`config.mk`:
```
export PLATFORM = sky130hd
export DESIGN_NAME = floor_call_register
export DESIGN_NICKNAME = d
export VERILOG_FILES = /design/src/rtl/floor_call_register.sv
export SDC_FILE = /design/constraint.sdc
export NUM_CORES = 1
export LEC_CHECK = 0
export ABC_CLOCK_PERIOD_IN_PS = 3700
export BUFFER_PORTS_ARGS = -buffer_cell sky130_fd_sc_hd__buf_2
export CAP_MARGIN = 20
export CORE_ASPECT_RATIO = 1.4
export CORE_UTILIZATION = 50
export DETAILED_ROUTE_END_ITERATION = 8
export HOLD_SLACK_MARGIN = 0.05
export PLACE_DENSITY_LB_ADDON = 0.05
export SETUP_SLACK_MARGIN = 0.2
export SLEW_MARGIN = 10
export SYNTH_ARGS = -nofsm -noshare
export SYNTH_HDL_FRONTEND = slang
export SYNTH_SLANG_ARGS = --single-unit
```
`constraint.sdc`:
```
create_clock -name clk -period 3.7 [get_ports clk]
set_input_delay 0.74 -clock clk [delete_from_list [all_inputs] [get_ports clk]]
set_output_delay 0.74 -clock clk [all_outputs]
set_load 0.03 [all_outputs]
```
`src/rtl/floor_call_register.sv`:
```
// rtl/floor_call_register.sv - debounced hall-call register with up/down call bitmaps
// Optional macro CALL_ERR_EN adds a call_err pulse for each rejected call.
module floor_call_register #(
   parameter int FLOORS          = 4,
   parameter int FLOOR_W         = 2,
   parameter int DEBOUNCE_CYCLES = 16
) (
   input  logic               clk,
   input  logic               rst_n,
   input  logic               btn,
   input  logic               switch_u_d,
   input  logic [FLOOR_W-1:0] floor_sel,
   input  logic               clear_valid,
   input  logic [FLOOR_W-1:0] clear_floor,
   output logic [FLOORS-1:0]  up_calls,
   output logic [FLOORS-1:0]  down_calls,
   output logic               call_valid,
   output logic [1:0]         up_or_down,
   output logic [FLOOR_W-1:0] actualStage,
`ifdef CALL_ERR_EN
   output logic               call_err,
`endif
   output logic               pending
);

   localparam int               CNT_W    = (DEBOUNCE_CYCLES > 1) ? $clog2(DEBOUNCE_CYCLES) : 1;
   localparam logic [CNT_W-1:0] CNT_LAST = CNT_W'(DEBOUNCE_CYCLES - 1);
   localparam logic [CNT_W-1:0] CNT_ONE  = CNT_W'(1);
   localparam logic [FLOOR_W:0] FLOOR_LIM = (FLOOR_W+1)'(FLOORS);
   localparam logic [FLOOR_W:0] FLOOR_TOP = (FLOOR_W+1)'(FLOORS - 1);

   typedef enum logic [1:0] {
      IDLE    = 2'd0,
      ARM     = 2'd1,
      HELD    = 2'd2,
      RELEASE = 2'd3
   } state_t;

   state_t           state, state_nx;
   logic [CNT_W-1:0] cnt, cnt_nx;
   logic             rel_ok, rel_ok_nx;
   logic             sync_1, btn_s;
   logic             accept;

   logic [FLOOR_W:0] floor_ext;
   logic             legal;
   logic [FLOORS-1:0] clr_mask, set_hit, up_nx, down_nx;

   always_ff @(posedge clk or negedge rst_n) begin
      if (!rst_n) begin
         sync_1 <= 1'b0;
         btn_s  <= 1'b0;
      end else begin
         sync_1 <= btn;
         btn_s  <= sync_1;
      end
   end

   always_ff @(posedge clk or negedge rst_n) begin
      if (!rst_n) begin
         state  <= IDLE;
         cnt    <= '0;
         rel_ok <= 1'b0;
      end else begin
         state  <= state_nx;
         cnt    <= cnt_nx;
         rel_ok <= rel_ok_nx;
      end
   end

   // rel_ok stays low after reset until the button has been seen released
   // long enough, so a press held through reset never produces a call.
   always_comb begin
      state_nx  = state;
      cnt_nx    = cnt;
      rel_ok_nx = rel_ok;
      accept    = 1'b0;
      case (state)
         IDLE: begin
            if (!rel_ok) begin
               if (btn_s) begin
                  cnt_nx = '0;
               end else if (cnt == CNT_LAST) begin
                  rel_ok_nx = 1'b1;
                  cnt_nx    = '0;
               end else begin
                  cnt_nx = cnt + CNT_ONE;
               end
            end else if (btn_s) begin
               state_nx = ARM;
               cnt_nx   = '0;
            end
         end
         ARM: begin
            if (!btn_s) begin
               state_nx = IDLE;
               cnt_nx   = '0;
            end else if (cnt == CNT_LAST) begin
               state_nx = HELD;
               cnt_nx   = '0;
               accept   = 1'b1;
            end else begin
               cnt_nx = cnt + CNT_ONE;
            end
         end
         HELD: begin
            if (!btn_s) begin
               state_nx = RELEASE;
               cnt_nx   = '0;
            end
         end
         RELEASE: begin
            if (btn_s) begin
               state_nx = HELD;
               cnt_nx   = '0;
            end else if (cnt == CNT_LAST) begin
               state_nx = IDLE;
               cnt_nx   = '0;
            end else begin
               cnt_nx = cnt + CNT_ONE;
            end
         end
         default: begin
            state_nx = IDLE;
            cnt_nx   = '0;
         end
      endcase
   end

   always_comb begin
      floor_ext = {1'b0, floor_sel};
      legal     = (floor_ext < FLOOR_LIM)
               && !(switch_u_d && (floor_ext == FLOOR_TOP))
               && !(!switch_u_d && (floor_sel == '0));
   end

   // Clear is applied before set so a fresh call to the served floor survives.
   always_comb begin
      clr_mask = '0;
      set_hit  = '0;
      for (int i = 0; i < FLOORS; i++) begin
         clr_mask[i] = clear_valid && (clear_floor == FLOOR_W'(i));
         set_hit[i]  = accept && legal && (floor_sel == FLOOR_W'(i));
      end
      up_nx   = (up_calls & ~clr_mask)   | (switch_u_d  ? set_hit : '0);
      down_nx = (down_calls & ~clr_mask) | (!switch_u_d ? set_hit : '0);
   end

   always_ff @(posedge clk or negedge rst_n) begin
      if (!rst_n) begin
         up_calls    <= '0;
         down_calls  <= '0;
         call_valid  <= 1'b0;
         up_or_down  <= 2'b00;
         actualStage <= '0;
      end else begin
         up_calls   <= up_nx;
         down_calls <= down_nx;
         call_valid <= accept && legal;
         if (accept && legal) begin
            up_or_down  <= switch_u_d ? 2'b11 : 2'b01;
            actualStage <= floor_sel;
         end
      end
   end

`ifdef CALL_ERR_EN
   always_ff @(posedge clk or negedge rst_n) begin
      if (!rst_n) begin
         call_err <= 1'b0;
      end else begin
         call_err <= accept && !legal;
      end
   end
`endif

   assign pending = (|up_calls) | (|down_calls);

endmodule
```
Word-level counts from Yosys, hierarchy flattened
Index checks and enable logic that the tools add are counted.
{ "word_totals": {"inputBits": 9, "register_bits": 22, "out_inout_bits": 14, "wordCells": 78} }
{ "op_classes": {"add_sub_neg": 1, "eq_ne": 16, "n_mux": 23, "reduce_logical": 22, "n_bitwise": 6} }
{ "op_table": {"columns": ["cell", "n"], "rows": [
  ["4-bit two-way mux", 8],
  ["2-bit two-way mux", 8],
  ["4-bit case mux with 4 select lines", 1],
  ["2-bit equality test (second input constant)", 6],
  ["1-bit logical AND", 12],
  ["3-bit != test (second input constant)", 3],
  ["4-bit bitwise AND", 2],
  ["4-bit bitwise OR", 2],
  ["2-bit case mux with 4 select lines", 1],
  ["4-bit OR reduction", 2],
  ["2-bit by 1-bit equality test with 1-bit output (second input constant)", 3],
  ["2-bit zero test", 3],
  ["2-bit != test (second input constant)", 3],
  ["1-bit two-way mux", 5],
  ["5-bit AND reduction", 1],
  ["4-bit by 1-bit adder with 4-bit output (second input constant)", 1],
  ["4-bit equality test (second input constant)", 1],
  ["4-bit inverter", 1],
  ["1-bit zero test", 3],
  ["2-bit AND reduction", 1],
  ["1-bit bitwise OR", 1]
]} }

Longest topological paths before layout
Gate-level depths: netlist of run 1.
{ "depth": {"ltp_word": 8, "mapped_depth": 5, "depth_no_buf": 5} }

Worst setup path before layout of run 1
No wires, ideal clock.
{ "synth_path": {"kind": "flip-flop to output port", "from": "reg down_calls[2]", "to": "out pending", "t_required_ns": 2.960, "t_arrival_ns": 1.000, "n_path_buf": 0, "path_stages_with_launch": 3, "path_slack_ns": 1.960, "cell_sequence": "dfrtp_1 nor4_1 nand2_1"} }
{ "synth_via": {"elab_chain_cells": 2} }
{ "synth_lines": {"columns": ["element", "line", "text"], "rows": [
  ["start, declared", "16", "output logic [FLOORS-1:0] down_calls,"],
  ["start signal, assigned", "158", "down_calls <= down_nx;"],
  ["4-bit OR reduction", "177", "assign pending = (|up_calls) | (|down_calls);"],
  ["1-bit bitwise OR", "177", null],
  ["end, declared", "23", "output logic pending"]
]} }
Every way passes these cells.

Worst setup path in the final report of run 1
Same ends and word-level chain as after synthesis.

==> metrics, run 1 <==
result of the run finished clean; PD cells 383.6 nW/um2; count of antenna diodes in the layout 0; maximum capacitance violations 0; Lkg Pwr 0.6162 nW; layout filler cell count 184; leading cell types in the layout, fill and taps excluded dfrtp_1, buf_2, o21ai_0; largest buffer count on any clock path 2; Global Route met2 Usage 27.21%; met1 Track Usage GR 25.74%; number of levels in the clock H-tree 1; register area share after synthesis 52.51%; worst endpoint data arrival time 1.28 ns; met3 GRT Util 2.400%; endpoints failing setup 0; proportion of register bits with asynchronous set or reset after synthesis 100.0%; critical path endpoint category output pin; Clk pin slew, worst setup/hold paths 0.13 ns; CTS Root Cell clkbuf_4; total design power 464.1 uW; TritonCTS clock tree built; share of final-layout standard cells stronger than drive strength 1 24.59%; Layout Skew 0.006416 ns; antenna violations before repair 0; total of cells resized after clock tree synthesis 0; number of vias in the routed layout 798; clk_lat worst skew 0.30 ns; core area 1973 um2; Fin. Hold Viols 0; worst r2r src cnt[0]; netlist area before placement 1049 um2; total routed wirelength 1786 um; capture instance of the worst register-to-register path actualStage[0]; mean post-synth cell area 10.38 um2; Vias/cell 5.580; remaining max-slew budget at the tightest pin 68.98%; # IOs 23; All-Layer GR Usage 17.92%; synthesis-stage register bit count 22; post-route minimum period 2.020 ns; achievable clock frequency 495.1 MHz; number of distinct library cells after synthesis 35; Post CTS Setup Buffer Count 0; unrepaired setup endpoints after global routing false; via count of the first global-routing pass 725; full die area 2287 um2; chip width 40.70 um; first-pass GRT wire length 2904 um; total global routing overflow 0; maximum fanout along the worst path 3; drt initial violations 4; Final GP Congestion 0.7798; Final Cycle Share 54.59%; number of buffer cells added on primary ports 22; data required time of the worst path 2.96 ns; number of buffers created by CTS 3; post-synthesis to final-layout area growth 15.39%; count of unresolved DRC violations after routing 0; placed cell count 139; flop-to-flop setup slack 2.13 ns; post-synthesis cell count 101; die outline height 56.19 um; number of enable-type register cells in the synthesized netlist 0; Placement Rows 19; clock sink count 22; Synth Flop Type dfrtp_1; transition time of the tightest slew-check pin 0.4654 ns; number of buffers inserted by hold repair at cts 0; estimated wirelength of the detail-placed design 1332 um; residual antenna-violating net count after detailed routing 0; Worst Hold Class in -> async; starting utilization of the core area 53.14%; average detailed-routed wire length per instance 12.49 um; net count of the finished layout 133; Worst IR Drop VDD 0.3055 mV; max-slew violation total from the final report 0; Synth warnings 0; drt first pass iters 4; routing layer with the top usage in global route met2; kind of start point of the critical path flop; largest net degree at the start of global routing 23; worst setup path class reg -> out; Setup Total Neg Slack 0 ns; number of standard cells in the final layout excluding fillers 143; syn nets 111; Worst Reg2Reg Path Length in Cells 5
[layer usage]
layer / vias to the layer above / share of wire, %
li1: 407 / -
met1: 371 / 47
met2: 18 / 49
met3: 2 / 3.2
met4: 0 / 0.78
met5: - / 0
[state kept, by name, indices dropped and copies added, names as in the netlist, 2 cells and up, named ones only]
name / flops
up_calls: 4
cnt: 4
up_or_down: 2
down_calls: 4
actualStage: 2
[critical path, stage by stage (launching register included)]
cell	delay, ns
dfrtp_1	0.41
nor4_1	0.31
nand2_1	0.08
buf_2	0.18
[worst max path at each step]
stage | startpoint | end | slack, ns | cells past startpoint
floorplan | down_calls[2] | pending | 1.96 | 2
global placement | down_calls[2] | pending | 2.03 | 3
detailed placement | down_calls[2] | pending | 2.01 | 3
CTS | down_calls[2] | pending | 1.65 | 3
global route | down_calls[2] | pending | 1.56 | 3
finish | down_calls[2] | pending | 1.68 | 3
[layout make-up]
class                           instances  area, um2  area share (%)
Multi-Input combinational cell         71      459.2           37.95
Timing Repair Buffer                   22      110.1           9.100
Inverter                                3      11.26          0.9307
Clock buffer                            3      22.52           1.861
Clock inverter                          1      30.03           2.482
Tap cell                               21      26.28           2.172
Sequential cell                        22      550.5           45.50
[per-stage QoR]
stage / instance area (um2) / util (%) / hold slack [ns] / worst slack (ns)
2_1_floorplan: 1049 / - / 0.3312 / 1.960
3_3_place_gp: 1157 / 58.66 / 0.3353 / 2.028
3_5_place_dp: 1157 / 58.66 / 0.3459 / 2.009
4_1_cts: 1210 / 61.32 / 0.3754 / 1.655
5_1_grt: 1210 / 61.32 / 0.3911 / 1.558
6_report: 1210 / 61.32 / 0.3700 / 1.680
[cells by family (layout without fill, tap and decap cells)]
group | count (synthesis) | count (layout) | synth area share, %
AND/OR/NAND/NOR | 38 | 38 | 22.31
AO/OA/AOI/OAI | 28 | 28 | 16.47
flip-flops | 22 | 22 | 52.51
buffers and inverters | 8 | 29 | 3.699
multiplexers | 3 | 3 | 2.983
adder cells (fa/ha/maj) | 1 | 1 | 1.193
XOR/XNOR | 1 | 1 | 0.8355
[Yosys cell counts, drive strengths merged (3+ instances only)]
library cell | number | share of area (%)
nor4 | 4 | 2.4
a21oi | 4 | 1.9
nor3 | 7 | 3.3
nand2 | 8 | 2.9
dfrtp | 22 | 53
a21o | 3 | 2.1
o21ai | 13 | 6.2
inv | 3 | 1.1
clkbuf | 3 | 1.1
nand2b | 4 | 2.4
[power by group]
part,switching [mW],internal (mW)
Combinational,0.0215,0.0114
Clock,0.0717,0.109
Sequential,0.00521,0.245
Total,0.0985,0.366
Power figures use the tool's default switching activity.
==> inputs of run 2 (changes only) <==
ABC_CLOCK_PERIOD_IN_PS = 1900   (was 3700)
clock period = 1.9 ns   (was 3.7 ns; I/O delays follow)
==> run 2 against run 1 <==
Against the previous run:
- global-route usage rose by 2.2 points
- sequential power rose by 95%
- wire length rose by 5.5%
- register-to-register slack got worse by 1.8 ns
- critical path depth did not move
- critical path type unchanged
==> metrics, run 2 (synthesis gave the netlist of run 1 again) <==
result of the run finished clean; number of buffer cells added on primary ports 22; cell family contributing the most delay on the critical path flip-flops; cell with the largest stage delay on the worst path dfrtp_1; max-slew violation total from the final report 0; Lkg Pwr 0.6240 nW; first-pass GRT wire length 3263 um; total routed wirelength 1884 um; count of antenna diodes in the layout 0; Setup Total Neg Slack 0 ns; chip width 40.70 um; Final Cycle Share 85.73%; die outline height 56.19 um; Largest regs cnt (4), down_calls (4), up_calls (4); unrepaired setup endpoints after global routing true; Layout Skew 0.004074 ns; estimated wirelength of the detail-placed design 1397 um; clk_lat worst skew 0.30 ns; Vias/cell 5.722; worst endpoint data arrival time 1.25 ns; largest net degree at the start of global routing 23; maximum capacitance violations 0; leading cell types in the layout, fill and taps excluded dfrtp_1, buf_2, o21ai_0; drt first pass iters 4; data required time of the worst path 1.52 ns; Placement Rows 19; All-Layer GR Usage 20.15%; PD cells 732.2 nW/um2; achievable clock frequency 613.9 MHz; via count of the first global-routing pass 831; maximum fanout along the worst path 3; Worst Hold Class in -> reg; Buf/Inv on CP 1; number of vias in the routed layout 824; final core area utilization 62.78%; critical-path cell list nor4_2, nand2_1, buf_6; TritonCTS clock tree built; number of levels in the clock H-tree 1; commonest non-fill, non-tap cell in the layout dfrtp_1; Fin. Hold Viols 0; drt initial violations 20; full die area 2287 um2; transition time of the tightest slew-check pin 0.4670 ns; count of unresolved DRC violations after routing 0; Final GP Congestion 0.7480; net count of the finished layout 134; clock sink count 22; antenna violations before repair 0; total global routing overflow 0; kind of start point of the critical path flop; largest buffer count on any clock path 2; worst setup path class reg -> out; Clk pin slew, worst setup/hold paths 0.12 ns; Crit path largest cell delay 0.42 ns; Worst IR Drop VDD 0.6290 mV; worst hold slack after final layout 0.1679 ns; residual antenna-violating net count after detailed routing 0; remaining max-slew budget at the tightest pin 68.86%; post-synthesis to final-layout area growth 18.14%; starting utilization of the core area 53.14%; post-route minimum period 1.629 ns; # IOs 23; core area 1973 um2; number of buffers created by CTS 3; CTS Root Cell clkbuf_4; Post CTS Setup Buffer Count 0; share of final-layout standard cells stronger than drive strength 1 26.02%; critical path endpoint category output pin; average detailed-routed wire length per instance 13.08 um; endpoints failing setup 0; layout filler cell count 161
run 2: cell types whose count changed in the layout (fill, tap and decap cells not counted), sizes merged:
cell	before	now
dlygate4sd3	0	1
run 2: path summary, 6_finish.rpt:
check                           depth (start not counted)  slack [ns]        start             to
worst max-delay path                                    3        0.27  up_calls[2]        pending
worst min-delay path                                    1        0.17          btn         sync_1
worst max register to register                          4        0.35       cnt[0]  down_calls[3]
worst min register to register                          0        0.38       sync_1          btn_s
max in group asynchronous                               2        1.03        rst_n     call_valid
min in group asynchronous                               2        0.55        rst_n    up_calls[0]
run 2: metrics by stage:
| stage | power, mW | std cells | cell area [um2] | worst slack, ns |
|---|---|---|---|---|
| global placement | 0.5595 | 139 | 1157 | 0.4451 |
| CTS | 0.9211 | 144 | 1226 | 0.2242 |
| floorplan | 0.5335 | 101 | 1049 | 0.5039 |
| finish | 0.9070 | 144 | 1239 | 0.2712 |
| global route | 0.9501 | 144 | 1239 | 0.1476 |
| detailed placement | 0.5611 | 139 | 1157 | 0.3624 |
run 2: per-layer routing:
metal / GRT usage (%) / share of wire (%)
met3: 2.400 / 3.9
met5: 0 / 0
met4: 9.524 / 1.0
met1: 25.81 / 45
met2: 31.97 / 50
run 2: power breakdown:
part | internal, mW | switching, mW
Clock | 0.213 | 0.141
Sequential | 0.477 | 0.0101
Combinational | 0.0235 | 0.0430
run 2: layout make-up:
type	count	area [um2]	share of cell area (%)
tap	21	26.28	2.121
clock buffer	3	22.52	1.818
multi-input combinational	71	471.7	38.08
sequential	22	550.5	44.44
clock inverter	1	30.03	2.424
inverter	3	11.26	0.9091
timing repair buffer	23	126.4	10.20
run 2: repair_timing:
action	in CTS	in global routing
pin swaps	0	2
setup endpoints to repair	1	1
hold endpoints to repair	22	0
gates resized for setup	1	4
hold buffers	1	0
run 2: worst reg2reg max path: cells and delay by family, from the launching register on:
family / cells / cell delay (ns)
AOI/OAI and AO/OA: 1 / 0.14
adders and majority gates: 1 / 0.29
DFF: 1 / 0.43
and+or+nand+nor: 2 / 0.62
==> inputs of run 3 (changes only) <==
REMOVE_ABC_BUFFERS = 1   (was not set)
==> run 3 against run 2 <==
Against the previous run:
- hold slack better by 0.0046 ns
- sequential share of layout area grew 0.73 points
- fmax down 0.75%
- sequential cell count did not move
- combinational power increased by 2%
- count of clock-buffer cells in the layout is 1 higher
- global-route usage down 0.23 points
==> metrics, run 3 (synthesis gave the netlist of run 1 again) <==
result of the run finished clean; net switching power 192.7 uW; cell with the largest stage delay on the worst path dfrtp_1; starting utilization of the core area 53.14%; # IOs 23; full die area 2287 um2; Worst Reg2Reg Path Length in Cells 4; Final GP Congestion 0.7594; worst endpoint data arrival time 1.26 ns; CTS Root Cell clkbuf_4; Fin. Hold Viols 0; worst setup path class reg -> out; maximum capacitance violations 0; residual antenna-violating net count after detailed routing 0; Crit path largest cell delay 0.43 ns; kind of start point of the critical path flop; estimated wirelength of the detail-placed design 1474 um; share of final-layout standard cells stronger than drive strength 1 26.02%; cell count of the worst hold path 1; post-synthesis to final-layout area growth 16.23%; Worst Hold Class in -> reg; PD cells 665.3 nW/um2; chip width 40.70 um; core area 1973 um2; largest buffer count on any clock path 2; fraction of power consumed by combinational cells 8.4%; clock share of power 31.4%; largest net degree at the start of global routing 23; switching portion of total power 23.76%; number of vias in the routed layout 848; Vias/cell 5.889; worst hold slack after final layout 0.1724 ns; clock sink count 22; Worst IR Drop VDD 0.4441 mV; count of antenna diodes in the layout 0; Setup Total Neg Slack 0 ns; leading cell types in the layout, fill and taps excluded dfrtp_1, buf_2, o21ai_0; total global routing overflow 0; register share of total power 60.2%; maximum fanout along the worst path 3; Clk pin slew, worst setup/hold paths 0.12 ns; critical path endpoint category output pin; number of levels in the clock H-tree 1; transition time of the tightest slew-check pin 0.4764 ns; flop-to-flop setup slack 0.37 ns; internal power contribution 618.1 uW; unrepaired setup endpoints after global routing true; die outline height 56.19 um; layout filler cell count 171; data required time of the worst path 1.52 ns; worst r2r src cnt[0]; max-slew violation total from the final report 0; launch instance of the worst min-delay path btn; number of buffers created by CTS 3; Post CTS Setup Buffer Count 0; number of buffer cells added on primary ports 22; Final Cycle Share 86.37%; clk_lat worst skew 0.30 ns; net count of the finished layout 134; Layout Skew 0.002776 ns; Lkg Pwr 0.6133 nW; count of unresolved DRC violations after routing 0; critical-path cell list nor4_2, nand2_1, buf_6; total routed wirelength 1991 um; Largest regs cnt (4), down_calls (4), up_calls (4); capture instance of the worst register-to-register path down_calls[2]; end of the worst hold path sync_1; post-route minimum period 1.641 ns; commonest non-fill, non-tap cell in the layout dfrtp_1; endpoints failing setup 0; achievable clock frequency 609.3 MHz; drt first pass iters 2; TritonCTS clock tree built; Placement Rows 19; antenna violations before repair 0; remaining max-slew budget at the tightest pin 68.24%; average detailed-routed wire length per instance 13.83 um; via count of the first global-routing pass 772; first-pass GRT wire length 3215 um; All-Layer GR Usage 19.92%; drt initial violations 8
run 3: cell count changes in the layout (fill, tap and decap cells not counted), sizes merged:
cell and delta:
bufinv -1, clkbuf +1
run 3: worst max-delay path, delay by kind of cell (launching register included):
family                 cells  cell delay [ns]
buffers and inverters      1             0.15
AND/OR/NAND/NOR            2             0.39
flip-flops                 1             0.43
run 3: worst max-delay path by stage:
stage                  start       endpoint  slack [ns]  depth (start not counted)
3_3_place_gp          cnt[0]  down_calls[2]        0.41                          4
3_5_place_dp          cnt[0]  down_calls[2]        0.37                          4
6_report         up_calls[2]        pending        0.26                          3
2_1_floorplan         cnt[0]  down_calls[1]        0.50                          4
5_1_grt          up_calls[2]        pending        0.15                          3
4_1_cts        down_calls[2]        pending        0.21                          3
run 3: what timing repair did:
item,4_1_cts,5_1_grt
gates resized for setup,0,5
endpoints found under the setup margin,0,2
hold buffers,1,0
hold endpoints to repair,22,0
run 3: layout make-up:
cell class / count / area, um2 / share of cell area (%)
well taps: 21 / 26.28 / 2.156
inverters: 3 / 11.26 / 0.9240
clock buffers: 4 / 36.28 / 2.977
flip-flops and latches: 22 / 550.5 / 45.17
repair buffers: 23 / 126.4 / 10.37
multi-input cells: 71 / 467.9 / 38.40
run 3: metal layers:
layer	share of wire (%)	GRT usage (%)
met5	0	0
met4	1.8	7.143
met3	2.9	2.400
met2	57	36.51
met1	39	20.95
run 3: metrics by stage:
step	util [%]	instance area [um2]	worst slack [ns]	cells	power, mW
floorplan	-	1021	0.5041	96	0.5261
global placement	58.66	1157	0.4126	139	0.5595
detailed placement	58.66	1157	0.3677	139	0.5620
CTS	61.00	1204	0.2053	144	0.8175
global route	61.76	1219	0.1525	144	0.8441
finish	61.76	1219	0.2589	144	0.8107
run 3: power groups by stage:
stage	registers, mW	clock network [mW]	logic, mW
2_1_floorplan	0.497	0	0.0292
3_3_place_gp	0.495	0	0.0641
3_5_place_dp	0.496	0	0.0659
4_1_cts	0.487	0.263	0.0679
5_1_grt	0.489	0.278	0.0774
6_report	0.488	0.255	0.0681
